File: src/rtl/bytelink_pkg.sv
// Shared sizes and FSM state type for the byte-serial link memory responder.
package bytelink_pkg;

  localparam int unsigned BEATS      = 32'd4;
  localparam int unsigned BYTE_W     = 32'd8;
  localparam int unsigned WORD_W     = 32'd32;
  localparam int unsigned BEAT_IDX_W = $clog2(BEATS);

  localparam logic [BEAT_IDX_W-1:0] BEAT_ZERO = {BEAT_IDX_W{1'b0}};
  localparam logic [BEAT_IDX_W-1:0] BEAT_ONE  = BEAT_IDX_W'(1'b1);
  localparam logic [BEAT_IDX_W-1:0] BEAT_LAST = BEAT_IDX_W'(BEATS - 32'd1);

  typedef enum logic [1:0] {
    COLLECT  = 2'd0,
    MEM_REQ  = 2'd1,
    MEM_WAIT = 2'd2,
    RSP      = 2'd3
  } state_t;

endpackage

File: src/rtl/bytelink_shreg.sv
// 32-bit byte-lane register: per-beat byte capture, or parallel load then
// byte-wise shift toward bit 0 so the low byte presents the next response beat.
module bytelink_shreg
  import bytelink_pkg::*;
(
  input  logic                  clk,
  input  logic                  rst,
  input  logic                  beat_load,
  input  logic [BEAT_IDX_W-1:0] beat_idx,
  input  logic [BYTE_W-1:0]     beat_byte,
  input  logic                  par_load,
  input  logic [WORD_W-1:0]     par_word,
  input  logic                  shift,
  output logic [WORD_W-1:0]     q
);

  // Word register; parallel load wins over shift, shift over beat capture.
  always_ff @(posedge clk or posedge rst) begin
    if (rst) begin
      q <= {WORD_W{1'b0}};
    end else if (par_load) begin
      q <= par_word;
    end else if (shift) begin
      q <= {{BYTE_W{1'b0}}, q[WORD_W-1:BYTE_W]};
    end else if (beat_load) begin
      for (int unsigned k = 0; k < BEATS; k++) begin
        if (beat_idx == BEAT_IDX_W'(k)) begin
          q[k*BYTE_W +: BYTE_W] <= beat_byte;
        end
      end
    end
  end

endmodule

File: src/rtl/bytelink_mem_responder.sv
// Target-side byte-link endpoint: collects a 4-beat command, runs one memory access,
// returns a 4-beat response. Optional partial-frame timeout under BYTELINK_TIMEOUT_EN.
module bytelink_mem_responder
  import bytelink_pkg::*;
#(
  parameter int unsigned TIMEOUT_CYC = 32'd16
) (
  input  logic              clk,
  input  logic              rst,
  input  logic [BYTE_W-1:0] lnk_addr_i,
  input  logic [BYTE_W-1:0] lnk_data_i,
  input  logic              lnk_valid_i,
  input  logic              lnk_we_i,
  output logic [BYTE_W-1:0] lnk_rdata_o,
  output logic              lnk_rvalid_o,
  output logic              lnk_busy_o,
  output logic              frame_err_o,
  output logic              mem_req_o,
  output logic              mem_we_o,
  output logic [WORD_W-1:0] mem_addr_o,
  output logic [WORD_W-1:0] mem_wdata_o,
  input  logic              mem_gnt_i,
  input  logic              mem_rvalid_i,
  input  logic [WORD_W-1:0] mem_rdata_i
);

  state_t                state_r, state_s;
  logic [BEAT_IDX_W-1:0] beat_cnt_r, beat_cnt_s;
  logic [BEAT_IDX_W-1:0] rsp_cnt_r, rsp_cnt_s;
  logic                  we_r, we_s;
  logic                  req_r, req_s;
  logic                  rvalid_r, rvalid_s;
  logic                  busy_r, busy_s;
  logic                  err_r, err_s;
  logic                  cmd_load_s, rsp_load_s, rsp_shift_s, tmo_hit_s;
  logic [WORD_W-1:0]     rsp_word_s, addr_q_s, wdata_q_s, rsp_q_s;
  logic                  unused_rsp_hi_s;

  bytelink_shreg u_addr (
    .clk(clk), .rst(rst), .beat_load(cmd_load_s), .beat_idx(beat_cnt_r), .beat_byte(lnk_addr_i),
    .par_load(1'b0), .par_word({WORD_W{1'b0}}), .shift(1'b0), .q(addr_q_s)
  );

  bytelink_shreg u_wdata (
    .clk(clk), .rst(rst), .beat_load(cmd_load_s), .beat_idx(beat_cnt_r), .beat_byte(lnk_data_i),
    .par_load(1'b0), .par_word({WORD_W{1'b0}}), .shift(1'b0), .q(wdata_q_s)
  );

  bytelink_shreg u_rsp (
    .clk(clk), .rst(rst), .beat_load(1'b0), .beat_idx(BEAT_ZERO), .beat_byte({BYTE_W{1'b0}}),
    .par_load(rsp_load_s), .par_word(rsp_word_s), .shift(rsp_shift_s), .q(rsp_q_s)
  );

`ifdef BYTELINK_TIMEOUT_EN
  localparam int unsigned TMO_W = $clog2(TIMEOUT_CYC + 32'd1);
  logic [TMO_W-1:0] tmo_cnt_r;
  logic             idle_s;

  assign idle_s    = (state_r == COLLECT) && (beat_cnt_r != BEAT_ZERO) && !lnk_valid_i;
  assign tmo_hit_s = idle_s && (tmo_cnt_r == TMO_W'(TIMEOUT_CYC - 32'd1));

  // Idle-gap counter for a partially received frame.
  always_ff @(posedge clk or posedge rst) begin
    if (rst) begin
      tmo_cnt_r <= {TMO_W{1'b0}};
    end else if (idle_s && !tmo_hit_s) begin
      tmo_cnt_r <= tmo_cnt_r + TMO_W'(1'b1);
    end else begin
      tmo_cnt_r <= {TMO_W{1'b0}};
    end
  end
`else
  logic unused_tmo_s;
  assign tmo_hit_s    = 1'b0;
  assign unused_tmo_s = (TIMEOUT_CYC == 32'd0);
`endif

  // Next-state, beat bookkeeping and shift-register control.
  always_comb begin
    state_s     = state_r;
    beat_cnt_s  = beat_cnt_r;
    rsp_cnt_s   = rsp_cnt_r;
    we_s        = we_r;
    req_s       = 1'b0;
    rvalid_s    = 1'b0;
    err_s       = lnk_valid_i && (state_r != COLLECT);
    cmd_load_s  = 1'b0;
    rsp_load_s  = 1'b0;
    rsp_shift_s = 1'b0;
    rsp_word_s  = wdata_q_s;
    case (state_r)
      COLLECT: begin
        if (lnk_valid_i) begin
          cmd_load_s = 1'b1;
          if (beat_cnt_r == BEAT_ZERO) begin
            we_s = lnk_we_i;
          end else begin
            we_s = we_r;
          end
          if (beat_cnt_r == BEAT_LAST) begin
            beat_cnt_s = BEAT_ZERO;
            state_s    = MEM_REQ;
            req_s      = 1'b1;
          end else begin
            beat_cnt_s = beat_cnt_r + BEAT_ONE;
          end
        end else if (tmo_hit_s) begin
          beat_cnt_s = BEAT_ZERO;
          err_s      = 1'b1;
        end else begin
          beat_cnt_s = beat_cnt_r;
        end
      end
      MEM_REQ: begin
        if (mem_gnt_i) begin
          if (we_r) begin
            // Writes echo the written word straight back.
            state_s    = RSP;
            rsp_load_s = 1'b1;
            rsp_word_s = wdata_q_s;
            rvalid_s   = 1'b1;
            rsp_cnt_s  = BEAT_ZERO;
          end else begin
            state_s = MEM_WAIT;
          end
        end else begin
          req_s = 1'b1;
        end
      end
      MEM_WAIT: begin
        if (mem_rvalid_i) begin
          state_s    = RSP;
          rsp_load_s = 1'b1;
          rsp_word_s = mem_rdata_i;
          rvalid_s   = 1'b1;
          rsp_cnt_s  = BEAT_ZERO;
        end else begin
          state_s = MEM_WAIT;
        end
      end
      RSP: begin
        rsp_shift_s = 1'b1;
        if (rsp_cnt_r == BEAT_LAST) begin
          state_s = COLLECT;
        end else begin
          rvalid_s  = 1'b1;
          rsp_cnt_s = rsp_cnt_r + BEAT_ONE;
        end
      end
      default: begin
        state_s = COLLECT;
      end
    endcase
    busy_s = (state_s != COLLECT);
  end

  // Control state and registered link/memory strobes.
  always_ff @(posedge clk or posedge rst) begin
    if (rst) begin
      state_r    <= COLLECT;
      beat_cnt_r <= BEAT_ZERO;
      rsp_cnt_r  <= BEAT_ZERO;
      we_r       <= 1'b0;
      req_r      <= 1'b0;
      rvalid_r   <= 1'b0;
      busy_r     <= 1'b0;
      err_r      <= 1'b0;
    end else begin
      state_r    <= state_s;
      beat_cnt_r <= beat_cnt_s;
      rsp_cnt_r  <= rsp_cnt_s;
      we_r       <= we_s;
      req_r      <= req_s;
      rvalid_r   <= rvalid_s;
      busy_r     <= busy_s;
      err_r      <= err_s;
    end
  end

  assign unused_rsp_hi_s = ^rsp_q_s[WORD_W-1:BYTE_W];

  assign lnk_rdata_o  = rsp_q_s[BYTE_W-1:0];
  assign lnk_rvalid_o = rvalid_r;
  assign lnk_busy_o   = busy_r;
  assign frame_err_o  = err_r;
  assign mem_req_o    = req_r;
  assign mem_we_o     = we_r;
  assign mem_addr_o   = addr_q_s;
  assign mem_wdata_o  = wdata_q_s;

endmodule
File: config.mk
export PLATFORM = sky130hd
export DESIGN_NAME = bytelink_mem_responder
export DESIGN_NICKNAME = d
export VERILOG_FILES = /design/src/rtl/bytelink_pkg.sv /design/src/rtl/bytelink_shreg.sv /design/src/rtl/bytelink_mem_responder.sv
export SDC_FILE = /design/constraint.sdc
export NUM_CORES = 1
export LEC_CHECK = 0
export CAP_MARGIN = 10
export CORE_ASPECT_RATIO = 1.4
export CORE_MARGIN = 10
export CORE_UTILIZATION = 44
export DETAILED_ROUTE_END_ITERATION = 10
export PLACE_DENSITY = 0.83
export SLEW_MARGIN = 20
export SYNTH_ARGS = -nofsm -noshare
export SYNTH_HDL_FRONTEND = slang
export SYNTH_SLANG_ARGS = --single-unit
File: constraint.sdc
create_clock -name clk -period 3.3 [get_ports clk]
set_clock_uncertainty 0.15 [all_clocks]
set_input_delay 0.495 -clock clk [delete_from_list [all_inputs] [get_ports clk]]
set_output_delay 0.495 -clock clk [all_outputs]
set_load 0.02 [all_outputs]
Word-level counts from Yosys, hierarchy flattened
Index checks and enable logic that the tools add are counted.
{ "classes": {"n_addsub": 2, "eq_ne": 11, "n_mux": 30, "reduce_logical": 14} }
{ "ops": {"columns": ["cell", "count"], "rows": [
  ["32-bit 2-to-1 mux", 4],
  ["2-bit 2-to-1 mux", 9],
  ["1-bit 2-to-1 mux", 12],
  ["2-bit equality test, second input constant", 5],
  ["2-bit AND reduction", 5],
  ["2-bit != test, second input constant", 4],
  ["2-bit one-hot mux with 4 select lines", 1],
  ["2-bit one-hot mux with 3 select lines", 1],
  ["2-bit nonzero test", 3],
  ["5-bit AND reduction", 1],
  ["2-bit by 1-bit adder with 2-bit output, second input constant", 2],
  ["2-bit by 1-bit equality test with 1-bit output, second input constant", 2],
  ["2-bit zero test", 2],
  ["1-bit one-hot mux with 2 select lines", 2],
  ["1-bit one-hot mux with 3 select lines", 1],
  ["3-bit AND reduction", 1],
  ["3-bit nonzero test", 1],
  ["1-bit logical AND", 1]
]} }
{ "totals": {"regBits": 107, "in_bits": 54} }

Logic depth before layout (Yosys ltp)
{ "depth": {"depth_word": 5, "mapped_depth": 7, "depth_no_buf": 5} }

By module
A second synthesis with hierarchy kept.
{ "unflattened": {"cells_unflattened": 587, "hier_area_um2": 6195.9} }
{ "modules_own_cells": {"columns": ["mod", "instances", "cells_each", "area_each_um2", "seq_area_each_um2"], "rows": [
  ["bytelink_shreg", 3, 164, 1729.2, 800.8],
  ["bytelink_mem_responder", 1, 95, 1008.5, 275.3]
]} }

Least setup slack after synthesis
Ideal clock, no wire load.
{ "synth_timing": {"path_kind": "register -> register", "from": "reg state_r[0]", "to": "reg rsp_cnt_r[0]", "arrival_time_ns": 1.475, "required_time_ns": 3.022, "slack_ns": 1.548, "stages_incl_launch_ff": 6, "cell_sequence": "dfrtp_1 -> inv_1 -> ha_1 -> nor2b_1 -> a2111oi_4 -> mux2_1"} }
{ "synth_between": {"elab_chain_len": 3, "elab_cells_between_ends": 10, "classes_between": "eq/ne (7); mux (1); reduce/logical (2)"} }
{ "synth_lines": {"columns": ["item", "line_no", "source"], "rows": [
  ["from (decl)", "bytelink_mem_responder.sv:27", "state_t state_r, state_s;"],
  ["from (signal assigned)", "bytelink_mem_responder.sv:169", "state_r <= state_s;"],
  ["2-bit equality test / 2-bit by 1-bit equality test with 1-bit output (equally long branches)", "bytelink_mem_responder.sv:91", "case (state_r)"],
  ["2-bit != test (no line) / 3-bit nonzero test (equally long branches)", null, null],
  ["5-bit AND reduction (no line)", null, null],
  ["to (signal assigned)", "bytelink_mem_responder.sv:171", "rsp_cnt_r <= rsp_cnt_s;"],
  ["to (decl)", "bytelink_mem_responder.sv:29", "logic [BEAT_IDX_W-1:0] rsp_cnt_r, rsp_cnt_s;"]
]} }
Several ways; a longest one is shown, not always the timed one.
A chain may end at the register's enable or synchronous reset.

Worst setup path after layout
{ "layout_timing": {"from": "reg state_r[0]", "to": "reg u_wdata.q[18]"} }
{ "layout_between": {"elab_chain_len": 3} }
{ "layout_lines": {"columns": ["item", "line_no", "source"], "rows": [
  ["2-bit zero test", "bytelink_mem_responder.sv:91", null],
  ["1-bit 2-to-1 mux", "bytelink_mem_responder.sv:91", null],
  ["2-bit AND reduction (no line)", null, null],
  ["to (signal assigned)", "bytelink_shreg.sv:22", "q <= par_word;"],
  ["to (signal assigned)", "bytelink_shreg.sv:24", "q <= {{BYTE_W{1'b0}}, q[WORD_W-1:BYTE_W]};"],
  ["to (signal, indexed assignment)", "bytelink_shreg.sv:28", "q[k*BYTE_W +: BYTE_W] <= beat_byte;"],
  ["to (decl)", "bytelink_shreg.sv:14", "output logic [WORD_W-1:0] q"]
]} }
Every way passes these cells.

==> impl_metrics.tcl <==
set metrics [dict create \
    synth_top_area_cells "sky130_fd_sc_hd__dfrtp_1 (54%), sky130_fd_sc_hd__mux2i_1 (18%), sky130_fd_sc_hd__mux2_1 (13%)" \
    crit_path_max_fanout 16 \
    synth_seq_cells 107 \
    grt_pass1_vias 3535 \
    place_congestion 0.792 \
    filler_cell_count 913 \
    drt-vias-per-instance 5.09 \
    synth_top_family_by_area "multiplexers" \
    cts_root_buffer "sky130_fd_sc_hd__clkbuf_16" \
    fp-row-count 46 \
    die_height_um 146 \
    clk_sink_count 107 \
    synth-xor-area-share_pct 0 \
    leftover_overflow_at_the_end_of_global_routing 0 \
    power-per-cell-area_nw_per_um2 997 \
    antenna_cells 0 \
    syn_to_final_growth_pct 33.3 \
    maxCapViolCount 0 \
    timing_worst_setup_path_type "flip-flop to flip-flop" \
    synth.area.mux_share_pct 33.7 \
    core_region_area_um2 11200 \
    hold_buffers 0 \
    wire_length_of_the_first_global_routing_pass_um 19300 \
    floorplan.initialDensity_pct 44.5 \
    htree_num_levels 3 \
    grt_start_max_net_pins 108 \
    synthesis.area_um2 5000 \
    timing.final.setup_violations 0 \
    ir_worst_vdd_mv 0.512 \
    synth.lib_cells_used.distinct 30 \
    numCtsBuffers 9 \
    layout_worst_path_cycle_share_pct 72.9 \
    drive_gt1_share_pct 8.17 \
    grt_setup_unrepaired "no" \
    instances_no_fill 609 \
    cp_data_required_time_ns 3.36 \
    max-slew-margin-rel_pct 28.5 \
    yosys_warnings 0 \
    netlist.area_leader.share_pct 53.6 \
    crit_path_start_kind "flip-flop" \
    layout_min_cycle_time_ns 2.40 \
    die-area_um2 16100 \
    max_slew.worst_pin.slew_ns 1.07 \
    setup_total_negative_slack_ns 0 \
    boundaryPins 131 \
    slew_violations 0 \
    final_hold_viols 0 \
    synthSimpleGateAreaFrac_pct 3.85 \
    synthesized_area_fraction_occupied_by_adder_cells_pct 2.25 \
    post_synth_inst_count 342 \
    achievable-frequency_mhz 416 \
    dpl.cell_count 593 \
    yosysSeqAreaShare_pct 53.6 \
    antenna_violations_before_repair 0 \
    post-cts-setup-buffers 0 \
    syn-mean-instance-area_um2 14.6 \
    dr_total_vias 3101 \
    detailed_router_s_first_iteration_violation_count 70 \
    arrival_ns 2.47 \
    synthesis.nets 405 \
    ant_nets 0 \
    run_status "finished, final reports clean" \
    cts_max_path_bufs 2 \
    place.detailed.hpwl_um 8630 \
    drtPass1Iterations 4 \
    grt_usage_pct 15.3 \
    synth_area_leader_cell "sky130_fd_sc_hd__dfrtp_1" \
    routed_wire_length_per_instance_um 19.8 \
    drt_drc_violations_left 0 \
    total_leakage_power_nw 3.19 \
    clock_latency_reported_for_the_late_side_of_the_worst_skew_pair_ns 0.34 \
    hp-class "flip-flop to flip-flop" \
    die_x_um 110 \
    cp-end-kind "flip-flop" \
    design.final.nets 523 \
    synth_compound_area_share_pct 2.15 \
    clock_tree_from_tritoncts "built" \
    portBuffers 130 \
    cts.repair.resized 0 \
    clkTransAtPathRegs_ns 0.07 \
    route.final.wire_length_um 12000 \
]
==> logic make-up after synthesis <==
logic type,Yosys count
simple gates,25
compound gates,12
mux,156
flops,107
fa+ha+maj,9
buf+inv,33
==> sequential cells by signal (all words and copies together) (netlist names) <==
register,cells
u_addr.q,32
mem_we_o,1
lnk_busy_o,1
beat_cnt_r,2
frame_err_o,1
lnk_rvalid_o,1
u_rsp.q,32
state_r,2
rsp_cnt_r,2
u_wdata.q,32
mem_req_o,1
==> worst paths after layout <==
path	startpoint	to	slack (ns)	cells past startpoint
min in group asynchronous	rst	u_wdata.q[1]	0.49	3
min reg2reg	u_addr.q[11]	u_addr.q[11]	0.34	1
max in group asynchronous	rst	u_addr.q[16]	2.06	3
max	state_r[0]	u_wdata.q[18]	0.90	4
max reg2reg	state_r[0]	u_wdata.q[18]	0.90	4
min	u_addr.q[11]	u_addr.q[11]	0.34	1
==> cell usage in the layout (no fill, tap or decap), types with 2 or more instances in the layout <==
cell                                n
sky130_fd_sc_hd__bufinv_16          3
sky130_fd_sc_hd__buf_4              2
sky130_fd_sc_hd__clkinvlp_4         2
sky130_fd_sc_hd__mux2i_1           89
sky130_fd_sc_hd__clkdlybuf4s50_1  130
sky130_fd_sc_hd__mux2_4            10
sky130_fd_sc_hd__inv_1              5
sky130_fd_sc_hd__dfrtp_1          107
sky130_fd_sc_hd__nand3_4            4
sky130_fd_sc_hd__a21oi_1            3
sky130_fd_sc_hd__ha_1               8
sky130_fd_sc_hd__o31ai_1            2
sky130_fd_sc_hd__clkbuf_16          9
sky130_fd_sc_hd__mux2_1            57
sky130_fd_sc_hd__nand2_1            3
sky130_fd_sc_hd__nor2b_1            5
sky130_fd_sc_hd__nand2b_1           8
==> report_power, final <==
group	total (mW)	internal, mW	switching [mW]
Combinational	3.10	1.58	1.52
Clock	1.21	0.743	0.471
Sequential	2.33	1.93	0.397
Total	6.64	4.25	2.39
==> worst max-delay path, stage by stage, from the launching register on <==
cell and delay, ns:
sky130_fd_sc_hd__dfrtp_1 0.42, sky130_fd_sc_hd__inv_1 0.10, sky130_fd_sc_hd__ha_1 0.67, sky130_fd_sc_hd__nand3_4 0.49, sky130_fd_sc_hd__mux2_1 0.45
==> layout make-up <==
class | instances | area [um2] | share of cell area [%]
repair buffers | 133 | 1340 | 20.1
flip-flops and latches | 107 | 2680 | 40.2
clock buffers | 10 | 229 | 3.44
clock inverters | 6 | 111 | 1.67
multi-input cells | 202 | 2100 | 31.5
inverters | 7 | 30.0 | 0.451
well taps | 144 | 180 | 2.70
==> metrics by stage <==
stage / setup slack (ns) / hold slack [ns] / area [um2] / util, % / power, mW
final: 0.895 / 0.344 / 6660 / 59.4 / 6.64
after global routing: 0.743 / 0.356 / 6660 / 59.4 / 7.04
after CTS: 0.858 / 0.348 / 6660 / 59.4 / 6.73
after detailed placement: 0.730 / 0.331 / 6320 / 56.3 / 5.50
after global placement: 0.836 / 0.323 / 6320 / 56.3 / 5.39
after floorplan: 1.37 / 0.338 / 5000 / - / 4.18
==> layer usage <==
| metal | share of wire (%) | global-route usage [%] | vias to the layer above | wire length, um |
|---|---|---|---|---|
| li1 | - | - | 1443 | - |
| met2 | 52 | 26.3 | 85 | 6230 |
| met3 | 7.7 | 4.63 | 14 | 927 |
| met4 | 1.7 | 5.74 | 0 | 201 |
| met1 | 39 | 17.0 | 1559 | 4690 |
| met5 | 0 | 0 | - | 0 |
==> cell usage after synthesis, drive strengths merged <==
cell and number:
or2 1, inv 7, a2111oi 1, o22ai 1, nand3 5, ha 9
nand2 4, a21oi 3, nand2b 8, nor3 1, mux2i 89, nand3b 1
mux2 67, nor2b 5, buf 26, a21bo 1, o31ai 2, o211a 1
dfrtp 107, a21boi 1, o2111ai 1, a21o 1
No activity file was read; power rests on OpenSTA's default activity.
